==> src/rtl/layer_mac_pkg.sv <==
// Shared definitions for the layer_mac slice: FSM states, output index
// constants and a clog2 helper for sizing the beat counter.
package layer_mac_pkg;

  typedef enum logic [1:0] {
    IDLE,
    ACCUM,
    SCALE,
    DONE
  } state_t;

  // Activation index that represents a zero pre-activation sum
  localparam int SUM_OFFSET = 512;
  // Largest activation index
  localparam int SUM_MAX    = 1023;

  function automatic int unsigned clog2(input int unsigned value);
    int unsigned r;
    r = 0;
    for (int unsigned i = 0; i < 32; i++) begin
      if ((64'd1 << r) < 64'(value)) r = r + 1;
    end
    return r;
  endfunction

endpackage

==> src/rtl/mac_lane.sv <==
// One neuron lane: signed multiply of an unsigned activation by a signed
// weight, load/add accumulator, then shift, offset and saturate to the
// unsigned activation index.
// Optional feature macro: LAYER_MAC_BIAS_EN (accumulator preloaded with bias).
module mac_lane
  import layer_mac_pkg::*;
#(
  parameter int INPUT_SIZE  = 8,
  parameter int WEIGHT_SIZE = 8,
  parameter int ACC_SIZE    = 20,
  parameter int FRAC_SHIFT  = 6,
  parameter int SUM_SIZE    = 10
) (
  input  logic                   clk,
  input  logic                   rst,
  input  logic [INPUT_SIZE-1:0]  in_data,
  input  logic [WEIGHT_SIZE-1:0] weight,
`ifdef LAYER_MAC_BIAS_EN
  input  logic [ACC_SIZE-1:0]    bias,
`endif
  input  logic                   load,
  input  logic                   add,
  input  logic                   scale,
  output logic [SUM_SIZE-1:0]    sum
);

  localparam int PROD_W = INPUT_SIZE + WEIGHT_SIZE + 1;

  logic signed [PROD_W-1:0] prod;
  logic        [ACC_SIZE-1:0] prod_ext;
  logic        [ACC_SIZE-1:0] load_base;
  logic signed [ACC_SIZE:0]   acc_ext;
  logic signed [ACC_SIZE:0]   shifted;
  logic signed [ACC_SIZE:0]   scaled;
  logic        [ACC_SIZE-1:0] acc_d, acc_q;
  logic        [SUM_SIZE-1:0] sum_d, sum_q;

  // Product, sign extension and saturating scale of the current accumulator
  always_comb begin
    prod     = $signed({1'b0, in_data}) * $signed(weight);
    prod_ext = {{(ACC_SIZE - PROD_W){prod[PROD_W-1]}}, prod};
`ifdef LAYER_MAC_BIAS_EN
    load_base = bias;
`else
    load_base = '0;
`endif
    acc_ext = {acc_q[ACC_SIZE-1], acc_q};
    shifted = acc_ext >>> FRAC_SHIFT;
    scaled  = shifted + $signed((ACC_SIZE + 1)'(SUM_OFFSET));
    acc_d   = acc_q;
    if (load)     acc_d = load_base + prod_ext;
    else if (add) acc_d = acc_q + prod_ext;
    sum_d = sum_q;
    if (scale) begin
      if (scaled[ACC_SIZE])                    sum_d = '0;
      else if (|scaled[ACC_SIZE-1:SUM_SIZE])   sum_d = SUM_SIZE'(SUM_MAX);
      else                                     sum_d = scaled[SUM_SIZE-1:0];
    end
  end

  // Accumulator and registered output sum
  always_ff @(posedge clk or negedge rst) begin
    if (!rst) begin
      acc_q <= '0;
      sum_q <= '0;
    end else begin
      acc_q <= acc_d;
      sum_q <= sum_d;
    end
  end

  assign sum = sum_q;

endmodule

==> src/rtl/layer_mac.sv <==
// Per-layer multiply-accumulate stage: streams INPUT_NUM beats into
// NEURON_NUM parallel lanes, then emits scaled/saturated sums with a
// valid/ready handoff.
// Optional feature macro: LAYER_MAC_BIAS_EN (adds in_bias port).
module layer_mac
  import layer_mac_pkg::*;
#(
  parameter int NEURON_NUM  = 6,
  parameter int INPUT_NUM   = 8,
  parameter int INPUT_SIZE  = 8,
  parameter int WEIGHT_SIZE = 8,
  parameter int ACC_SIZE    = 20,
  parameter int FRAC_SHIFT  = 6,
  parameter int SUM_SIZE    = 10
) (
  input  logic                              clk,
  input  logic                              rst,
  input  logic [INPUT_SIZE-1:0]             in_data,
  input  logic [NEURON_NUM*WEIGHT_SIZE-1:0] in_weights,
`ifdef LAYER_MAC_BIAS_EN
  input  logic [NEURON_NUM*ACC_SIZE-1:0]    in_bias,
`endif
  input  logic                              in_valid,
  output logic                              in_ready,
  output logic [NEURON_NUM*SUM_SIZE-1:0]    sums,
  output logic                              out_valid,
  input  logic                              out_ready
);

  localparam int CNT_W = (clog2(INPUT_NUM) < 1) ? 1 : clog2(INPUT_NUM);
  localparam logic [CNT_W-1:0] LAST = CNT_W'(INPUT_NUM - 1);

  state_t           state_d, state_q;
  logic [CNT_W-1:0] count_d, count_q;
  logic             in_ready_d, in_ready_q;
  logic             out_valid_d, out_valid_q;
  logic             fire, handoff;
  logic             lane_load, lane_add, lane_scale;

  assign fire    = in_valid && in_ready_q;
  assign handoff = out_valid_q && out_ready;

  // Next-state, beat counting and lane control
  always_comb begin
    state_d    = state_q;
    count_d    = count_q;
    lane_load  = 1'b0;
    lane_add   = 1'b0;
    lane_scale = 1'b0;
    case (state_q)
      IDLE: begin
        if (fire) begin
          lane_load = 1'b1;
          if (INPUT_NUM == 1) begin
            state_d = SCALE;
          end else begin
            state_d = ACCUM;
            count_d = CNT_W'(1);
          end
        end
      end
      ACCUM: begin
        if (fire) begin
          lane_add = 1'b1;
          if (count_q == LAST) begin
            state_d = SCALE;
            count_d = '0;
          end else begin
            count_d = count_q + CNT_W'(1);
          end
        end
      end
      SCALE: begin
        lane_scale = 1'b1;
        state_d    = DONE;
      end
      DONE: begin
        if (handoff) state_d = IDLE;
      end
      default: state_d = IDLE;
    endcase
    // Handshake outputs are registered so both sit low during and right
    // after reset; out_valid therefore rises one cycle after entering DONE.
    in_ready_d  = (state_d == IDLE) || (state_d == ACCUM);
    out_valid_d = (state_q == DONE) && !handoff;
  end

  // FSM, counter and handshake registers
  always_ff @(posedge clk or negedge rst) begin
    if (!rst) begin
      state_q     <= IDLE;
      count_q     <= '0;
      in_ready_q  <= 1'b0;
      out_valid_q <= 1'b0;
    end else begin
      state_q     <= state_d;
      count_q     <= count_d;
      in_ready_q  <= in_ready_d;
      out_valid_q <= out_valid_d;
    end
  end

  assign in_ready  = in_ready_q;
  assign out_valid = out_valid_q;

  for (genvar i = 0; i < NEURON_NUM; i++) begin : g_lane
    mac_lane #(
      .INPUT_SIZE (INPUT_SIZE),
      .WEIGHT_SIZE(WEIGHT_SIZE),
      .ACC_SIZE   (ACC_SIZE),
      .FRAC_SHIFT (FRAC_SHIFT),
      .SUM_SIZE   (SUM_SIZE)
    ) u_lane (
      .clk    (clk),
      .rst    (rst),
      .in_data(in_data),
      .weight (in_weights[i*WEIGHT_SIZE +: WEIGHT_SIZE]),
`ifdef LAYER_MAC_BIAS_EN
      .bias   (in_bias[i*ACC_SIZE +: ACC_SIZE]),
`endif
      .load   (lane_load),
      .add    (lane_add),
      .scale  (lane_scale),
      .sum    (sums[i*SUM_SIZE +: SUM_SIZE])
    );
  end

endmodule

==> config.mk <==
export PLATFORM = sky130hd
export DESIGN_NAME = layer_mac
export DESIGN_NICKNAME = d
export VERILOG_FILES = /design/src/rtl/layer_mac_pkg.sv /design/src/rtl/mac_lane.sv /design/src/rtl/layer_mac.sv
export SDC_FILE = /design/constraint.sdc
export NUM_CORES = 1
export LEC_CHECK = 0
export BUFFER_PORTS_ARGS = -buffer_cell sky130_fd_sc_hd__buf_4
export CAP_MARGIN = 10
export CORE_MARGIN = 2
export CORE_UTILIZATION = 55
export DETAILED_ROUTE_END_ITERATION = 8
export GPL_TIMING_DRIVEN = 0
export PLACE_DENSITY = 0.81
export RECOVER_POWER = 50
export SETUP_SLACK_MARGIN = 0.02
export SLEW_MARGIN = 20
export SYNTH_ARGS = -nofsm -noshare
export SYNTH_HDL_FRONTEND = slang
export SYNTH_SLANG_ARGS = --single-unit
==> constraint.sdc <==
create_clock -name clk -period 5.15 [get_ports clk]
set_input_delay 0.2575 -clock clk [delete_from_list [all_inputs] [get_ports clk]]
set_output_delay 0.2575 -clock clk [all_outputs]
set_load 0.005 [all_outputs]
# ---- Yosys cells after proc, flatten, opt, wreduce, memory -nomap -nowiden
# Index checks and enable logic that the tools add are counted.
dict set report word_totals {
  latch_bits 0
  in_bits 60
  word_cells 95
  output_inout_bits 62
  memories 0
  mem_bits_ro 0
  register_bits 187
  ramBits 0
}
dict set report classes {
  eq_ne 7
  bitwise_logic 0
  reduce_logical 16
  n_addsub 13
  n_mux 37
  shifts 0
  n_div 0
  magnitude_cmp 0
  mul 6
}
# operator n
set op_table {}
lappend op_table {{2-to-1 mux 20 bit} 12}
lappend op_table {{adder 20 bit} 6}
lappend op_table {{2-to-1 mux 10 bit} 12}
lappend op_table {{multiplier 9 x 8 -> 17 bit} 6}
lappend op_table {{adder 14 x 11 -> 15 bit, second input constant} 6}
lappend op_table {{OR reduction 10 bit} 6}
lappend op_table {{2-to-1 mux 3 bit} 3}
lappend op_table {{2-to-1 mux 2 bit} 4}
lappend op_table {{one-hot mux 2 bit (4 select lines)} 1}
lappend op_table {{one-hot mux 3 bit (2 select lines)} 1}
lappend op_table {{equality test 2 x 1 -> 1 bit, second input constant} 2}
lappend op_table {{equality test 2 bit, second input constant} 2}
lappend op_table {{zero test 2 bit} 2}
lappend op_table {{2-to-1 mux 1 bit} 4}
lappend op_table {{inequality test 2 bit, second input constant} 2}
lappend op_table {{nonzero test 2 bit} 2}
lappend op_table {{adder 3 x 1 -> 3 bit, second input constant} 1}
lappend op_table {{equality test 3 bit, second input constant} 1}
lappend op_table {{logical AND 1 bit} 3}
lappend op_table {{AND reduction 3 bit} 1}
lappend op_table {{zero test 1 bit} 1}
lappend op_table {{logical OR 1 bit} 1}

# ---- Longest topological paths before layout
dict set report logic_depth {
  word_depth 6
  depth_mapped 30
}

# ---- By module
# A second synthesis with hierarchy kept.
dict set report hier_totals {
  cells_unflattened 3243
  area_unflattened_um2 27860.5
}
# module area_per_inst_um2 instances seq_area_each_um2 cells_per_inst
set modules_own_cells {}
lappend modules_own_cells {{mac_lane (g_lane[0].u_lane ...)} 4525.6 2 750.7 529}
lappend modules_own_cells {{mac_lane (g_lane[4].u_lane)} 4673.2 1 750.7 552}
lappend modules_own_cells {{mac_lane (g_lane[2].u_lane)} 4624.4 1 750.7 548}
lappend modules_own_cells {{mac_lane (g_lane[5].u_lane)} 4586.9 1 750.7 526}
lappend modules_own_cells {{mac_lane (g_lane[3].u_lane)} 4575.6 1 750.7 525}
lappend modules_own_cells {layer_mac 349.1 1 175.2 34}

# ---- Worst setup path after synthesis
# No wires, ideal clock.
dict set report synth_timing {
  kind {input-to-reg}
  from {input port in_data[7]}
  to {register g_lane[1].u_lane.acc_q[19]}
  path_slack_ns -1.042
  setup_ns 0.122
  stages 27
  required_ns 5.028
  arrival_ns 6.069
  cell_sequence {clkbuf_1 > clkbuf_1 > nand2_1 > fa_1 > fa_1 > inv_1 > fa_1 > inv_1 > fa_1 > inv_1 > ha_1 > o21ai_0 > nor2_1 > o211ai_1 > nand2_1 > a41oi_1 > nor2b_1 > xnor2_1 > ha_1 > a21o_1 > a21oi_1 > o21a_1 > o31ai_2 > and4_4 > a2111oi_4 > mux2_4 > a2bb2oi_2}
}
dict set report synth_between {
  elab_chain_cells 4
}
# element line
set synth_lines {}
lappend synth_lines {{start: declaration} layer_mac.sv:18} ;# input logic [INPUT_SIZE-1:0] in_data,
lappend synth_lines {{multiplier 9 x 8 -> 17 bit (*)} mac_lane.sv:40} ;# prod = $signed({1'b0, in_data}) * $signed(weight);
lappend synth_lines {{adder 20 bit} mac_lane.sv:52} ;# else if (add) acc_d = acc_q + prod_ext;
lappend synth_lines {{2-to-1 mux 20 bit} mac_lane.sv:52}
lappend synth_lines {{2-to-1 mux 20 bit (*)} mac_lane.sv:51} ;# if (load) acc_d = load_base + prod_ext;
lappend synth_lines {{end signal: assignment} mac_lane.sv:64} ;# acc_q <= '0;
lappend synth_lines {{end signal: assignment} mac_lane.sv:67} ;# acc_q <= acc_d;
lappend synth_lines {{end: declaration} mac_lane.sv:35} ;# logic [ACC_SIZE-1:0] acc_d, acc_q;
# Every way passes the cells marked *; elsewhere a longest branch is shown, timed or not. The select of a mux whose other input is x is not followed.
# A chain may end at the register's enable or synchronous reset.

# ---- Worst setup path after layout
dict set report layout_timing {
  from {input port in_data[5]}
  to {register g_lane[3].u_lane.acc_q[19]}
}
dict set report layout_between {
  elab_chain_cells 4
}
# element line
set layout_lines {}
lappend layout_lines {{multiplier 9 x 8 -> 17 bit (*)} mac_lane.sv:40}
lappend layout_lines {{adder 20 bit} mac_lane.sv:52}
lappend layout_lines {{2-to-1 mux 20 bit} mac_lane.sv:52}
lappend layout_lines {{2-to-1 mux 20 bit (*)} mac_lane.sv:51}
lappend layout_lines {{end signal: assignment} mac_lane.sv:64}
lappend layout_lines {{end signal: assignment} mac_lane.sv:67}
lappend layout_lines {{end: declaration} mac_lane.sv:35}
# Marks and branches as above.

==> summary by stage <==
Logic synthesis
Sorting the synthesized cells by area gives the leading types as sky130_fd_sc_hd__ha_1 19%, sky130_fd_sc_hd__dfrtp_1 17%, sky130_fd_sc_hd__fa_1 17%. Ranked by instance count, the synthesized netlist is headed by 398 x sky130_fd_sc_hd__ha_1, 388 x sky130_fd_sc_hd__inv_1, 361 x sky130_fd_sc_hd__nand2_1, 249 x sky130_fd_sc_hd__and2_1, 228 x sky130_fd_sc_hd__fa_1. When the netlist entered floorplanning its net count stood at 3825. The most used flip-flop cell after synthesis is sky130_fd_sc_hd__dfrtp_1. The share of the Yosys chip area taken by registers is 0.175. sky130_fd_sc_hd__ha_1 is the most common cell in the netlist. The count of flip-flops with a built-in enable after synthesis is 0. The synthesis warning total is 0. The share of synthesized area in the top cell type comes to 0.186.

The async set-reset flop share out of synthesis is 1.00. The post-synthesis register bit count is 187. Counting every instance in the synthesized netlist gives 3139. After synthesis, the mean cell area works out to 8.53 µm². The combined area of all synthesized cells is 0.0268 mm². The synthesized netlist contains 74 unique library cells. The cell type with the largest total area after synthesis is sky130_fd_sc_hd__ha_1.

Worst hold path
The startpoint of the most critical hold path is out_ready. In this run the worst hold path is classified as in -> reg.

Drt
The wire length per cell after detailed routing is 21.7 µm. Before antenna repair, the detailed router went through 6 iterations. The vias after detailed routing is 25.0k.

The number of nets with antenna violations after routing is 0. For this run, design rule violations remaining after detail routing come to 0. Dividing the detail-routed via count by the number of cells gives 6.15. The wire length after detailed routing is 88.4 mm. The starting DRC count in detailed routing is 2374.

Global route
The first-pass GRT wire length is 130 mm. The number of global-route vias before repair is 24.3k. Across every metal layer, demand over resource in global routing totals 0.332. The initial antenna violation count is 4.

The residual overflow from global routing is 0. The largest net degree at the start of global routing is 95.

Clock tree
Buffers inserted during clock tree synthesis total 17. Clock-pin slew was measured on the worst setup and hold paths at 0.08 ns. For this design, the sink count on the clock tree is 187.

The TritonCTS clock tree is built. The H-tree generated during clock tree synthesis spans 4 levels. Counting along the longest clock path gives a buffer depth of 2. The later pin in the worst-skew pair is clocked with a latency of 0.48 ns. The cell at the root of the clock tree is sky130_fd_sc_hd__clkbuf_16.

Critical path
For the worst flop-to-flop path, the logic depth is 7. The data arrival time of the worst path is 6.02 ns. In this run the worst setup path begins at in_data[5]. The category of the critical setup timing path is in -> reg. The capture instance of the worst register-to-register path is g_lane[5].u_lane.acc_q[16]. The critical path ends at g_lane[3].u_lane.acc_q[19]. Of all nets on the critical path, the largest fanout is 10. The data required time of the worst path is 5.54 ns. The type of origin of the critical path is an input port. The worst setup path is captured at a flip-flop. The start of the worst register-to-register path is state_q[1].

The setup check on the worst reg-to-reg path leaves a slack of 1.94 ns.

Placement
The weighted congestion reported at the end of routability-driven placement is 0.944. Port buffering added 114 buffers. After legalization and detailed placement, the total HPWL measured 60.5 mm.

Timing
Headroom to the max-slew limit came out at -0.597. Between clock sinks in the finished design, the worst skew comes to 0.0179 ns. Timing would allow up to 178 MHz. Setup repair after global routing could not meet its margin everywhere. The actual slew at the worst max-slew pin is 2.40 ns.

The minimum setup slack in the final design is -0.479 ns. The routed design could run at a clock period as short as 5.63 ns. The number of endpoints with negative hold slack in the final report is 0.

In the finished design, the share of the clock period the worst path needs comes to 1.09. The final hold slack is 0.156 ns. The number of pins exceeding their max-slew limit in the final report is 95. Setup violations remaining at the end of the flow were counted as 30.

Status
The run finished, with violations left. The final reports fail on max-capacitance violations, max-slew violations, negative setup slack.

Floorplanning
The die covers 0.0505 mm². In this run the horizontal extent of the chip is 225 µm. The effective utilization at floorplan is 0.559.

The region available for standard cell placement spans 0.0479 mm². During I/O placement, the number of pins put on the boundary was 122. The vertical die dimension is 225 µm. The floorplan has 80 rows.

Cells and area
The area used by sequential logic in the layout is 0.00468 mm². The layout net count is 4123. The area growth from synthesis to layout is 25.5%. The multi-input logic area is 0.0228 mm².

After filler insertion, the fill cell instance count of the layout stands at 3358. Of the cells placed in the final design, the portion with a size suffix greater than 1 is 0.214.

Run
Across the run, the number of max-cap violations was 1.
[per-stage QoR]
stage	worst slack [ns]	utilization	cell area, µm²	TNS, ns	instances
4_1_cts	-0.370	0.670	32100	-3.85	4006
2_1_floorplan	-0.448	-	27500	-3.93	3139
5_1_grt	-0.632	0.701	33600	-13.94	4066
3_3_place_gp	-1.67	0.608	29100	-58.21	3868
3_5_place_dp	-1.76	0.609	29200	-62.02	3870
6_report	-0.479	0.701	33600	-8.25	4067
[final cells by class]
cell class,count,share of cell area
Antenna cell,2,0.000149
Sequential cell,187,0.139
Multi-Input combinational cell,2463,0.677
Inverter,388,0.0435
Timing Repair Buffer,280,0.0718
Tap cell,615,0.0229
Clock buffer,23,0.0142
Clock inverter,9,0.00331
Buffer,100,0.0280
[registers in the layout, indices dropped and copies added, names as in the netlist]
register and cells:
count_q 3, g_lane.u_lane.acc_q 120, g_lane.u_lane.sum 60, in_ready 1, out_valid 1, state_q 2
[routing by layer]
| layer | track usage | vias to the layer above | share of wire |
|---|---|---|---|
| li1 | - | 11100 | - |
| met1 | 0.411 | 12300 | 0.38 |
| met2 | 0.544 | 1288 | 0.47 |
| met3 | 0.0630 | 355 | 0.088 |
| met4 | 0.194 | 2 | 0.070 |
| met5 | 0 | - | 0.00015 |
[placed cells by master (no fill, tap or decap), types with 58 or more instances in the layout]
cell type / n
sky130_fd_sc_hd__inv_1: 351
sky130_fd_sc_hd__dfrtp_1: 187
sky130_fd_sc_hd__ha_1: 333
sky130_fd_sc_hd__and2_1: 239
sky130_fd_sc_hd__clkbuf_1: 61
sky130_fd_sc_hd__a21o_1: 63
sky130_fd_sc_hd__nand2_1: 325
sky130_fd_sc_hd__fa_1: 216
sky130_fd_sc_hd__o21ai_0: 162
sky130_fd_sc_hd__buf_4: 173
sky130_fd_sc_hd__a21oi_1: 120
sky130_fd_sc_hd__nor2_1: 187
sky130_fd_sc_hd__ha_4: 58
sky130_fd_sc_hd__clkbuf_4: 63
sky130_fd_sc_hd__xnor2_1: 65
[worst min path at each step]
| stage | end | slack [ns] | cells after the start |
|---|---|---|---|
| final | out_valid | 0.16 | 4 |
| after global routing | out_valid | 0.18 | 4 |
| after CTS | out_valid | 0.15 | 4 |
| after detailed placement | g_lane[0].u_lane.sum[1] | 0.32 | 2 |
| after global placement | count_q[2] | 0.46 | 2 |
| after floorplan | count_q[0] | -0.04 | 0 |
[logic make-up after synthesis]
kind of cell,synth area share
DFF,0.175
and+or+nand+nor,0.175
buffers and inverters,0.0685
muxes,0.0194
adders and majority gates,0.356
xor gates and xnor gates,0.0500
AOI/OAI and AO/OA,0.156
[critical path, cell delays in order]
cell and delay, ns:
sky130_fd_sc_hd__clkbuf_16 0.13, sky130_fd_sc_hd__clkbuf_8 0.18, sky130_fd_sc_hd__and2_1 0.16, sky130_fd_sc_hd__fa_1 0.49, sky130_fd_sc_hd__fa_1 0.52, sky130_fd_sc_hd__fa_1 0.51
sky130_fd_sc_hd__inv_1 0.06, sky130_fd_sc_hd__fa_1 0.49, sky130_fd_sc_hd__inv_1 0.04, sky130_fd_sc_hd__ha_1 0.38, sky130_fd_sc_hd__o21ai_2 0.12, sky130_fd_sc_hd__o21bai_1 0.20
sky130_fd_sc_hd__a21oi_2 0.11, sky130_fd_sc_hd__o21bai_1 0.25, sky130_fd_sc_hd__a211oi_2 0.11, sky130_fd_sc_hd__buf_4 0.17, sky130_fd_sc_hd__xnor2_4 0.29, sky130_fd_sc_hd__ha_4 0.27
sky130_fd_sc_hd__a21oi_2 0.16, sky130_fd_sc_hd__a21boi_1 0.08, sky130_fd_sc_hd__a211o_1 0.27, sky130_fd_sc_hd__a211o_1 0.33, sky130_fd_sc_hd__mux2i_1 0.13, sky130_fd_sc_hd__and3_1 0.20
sky130_fd_sc_hd__a211oi_2 0.13
[timing repair]
action / in CTS / in global routing
endpoints found under the hold margin: 93 / 0
gates resized for setup: 231 / 243
gates cloned: 4 / 2
hold buffers: 1 / 0
endpoints found under the setup margin: 53 / 47
pin swaps: 123 / 209
setup buffers: 101 / 61
Power is not shown: default switching activity piles up to over one toggle a cycle in this logic, so the estimate is an artifact.
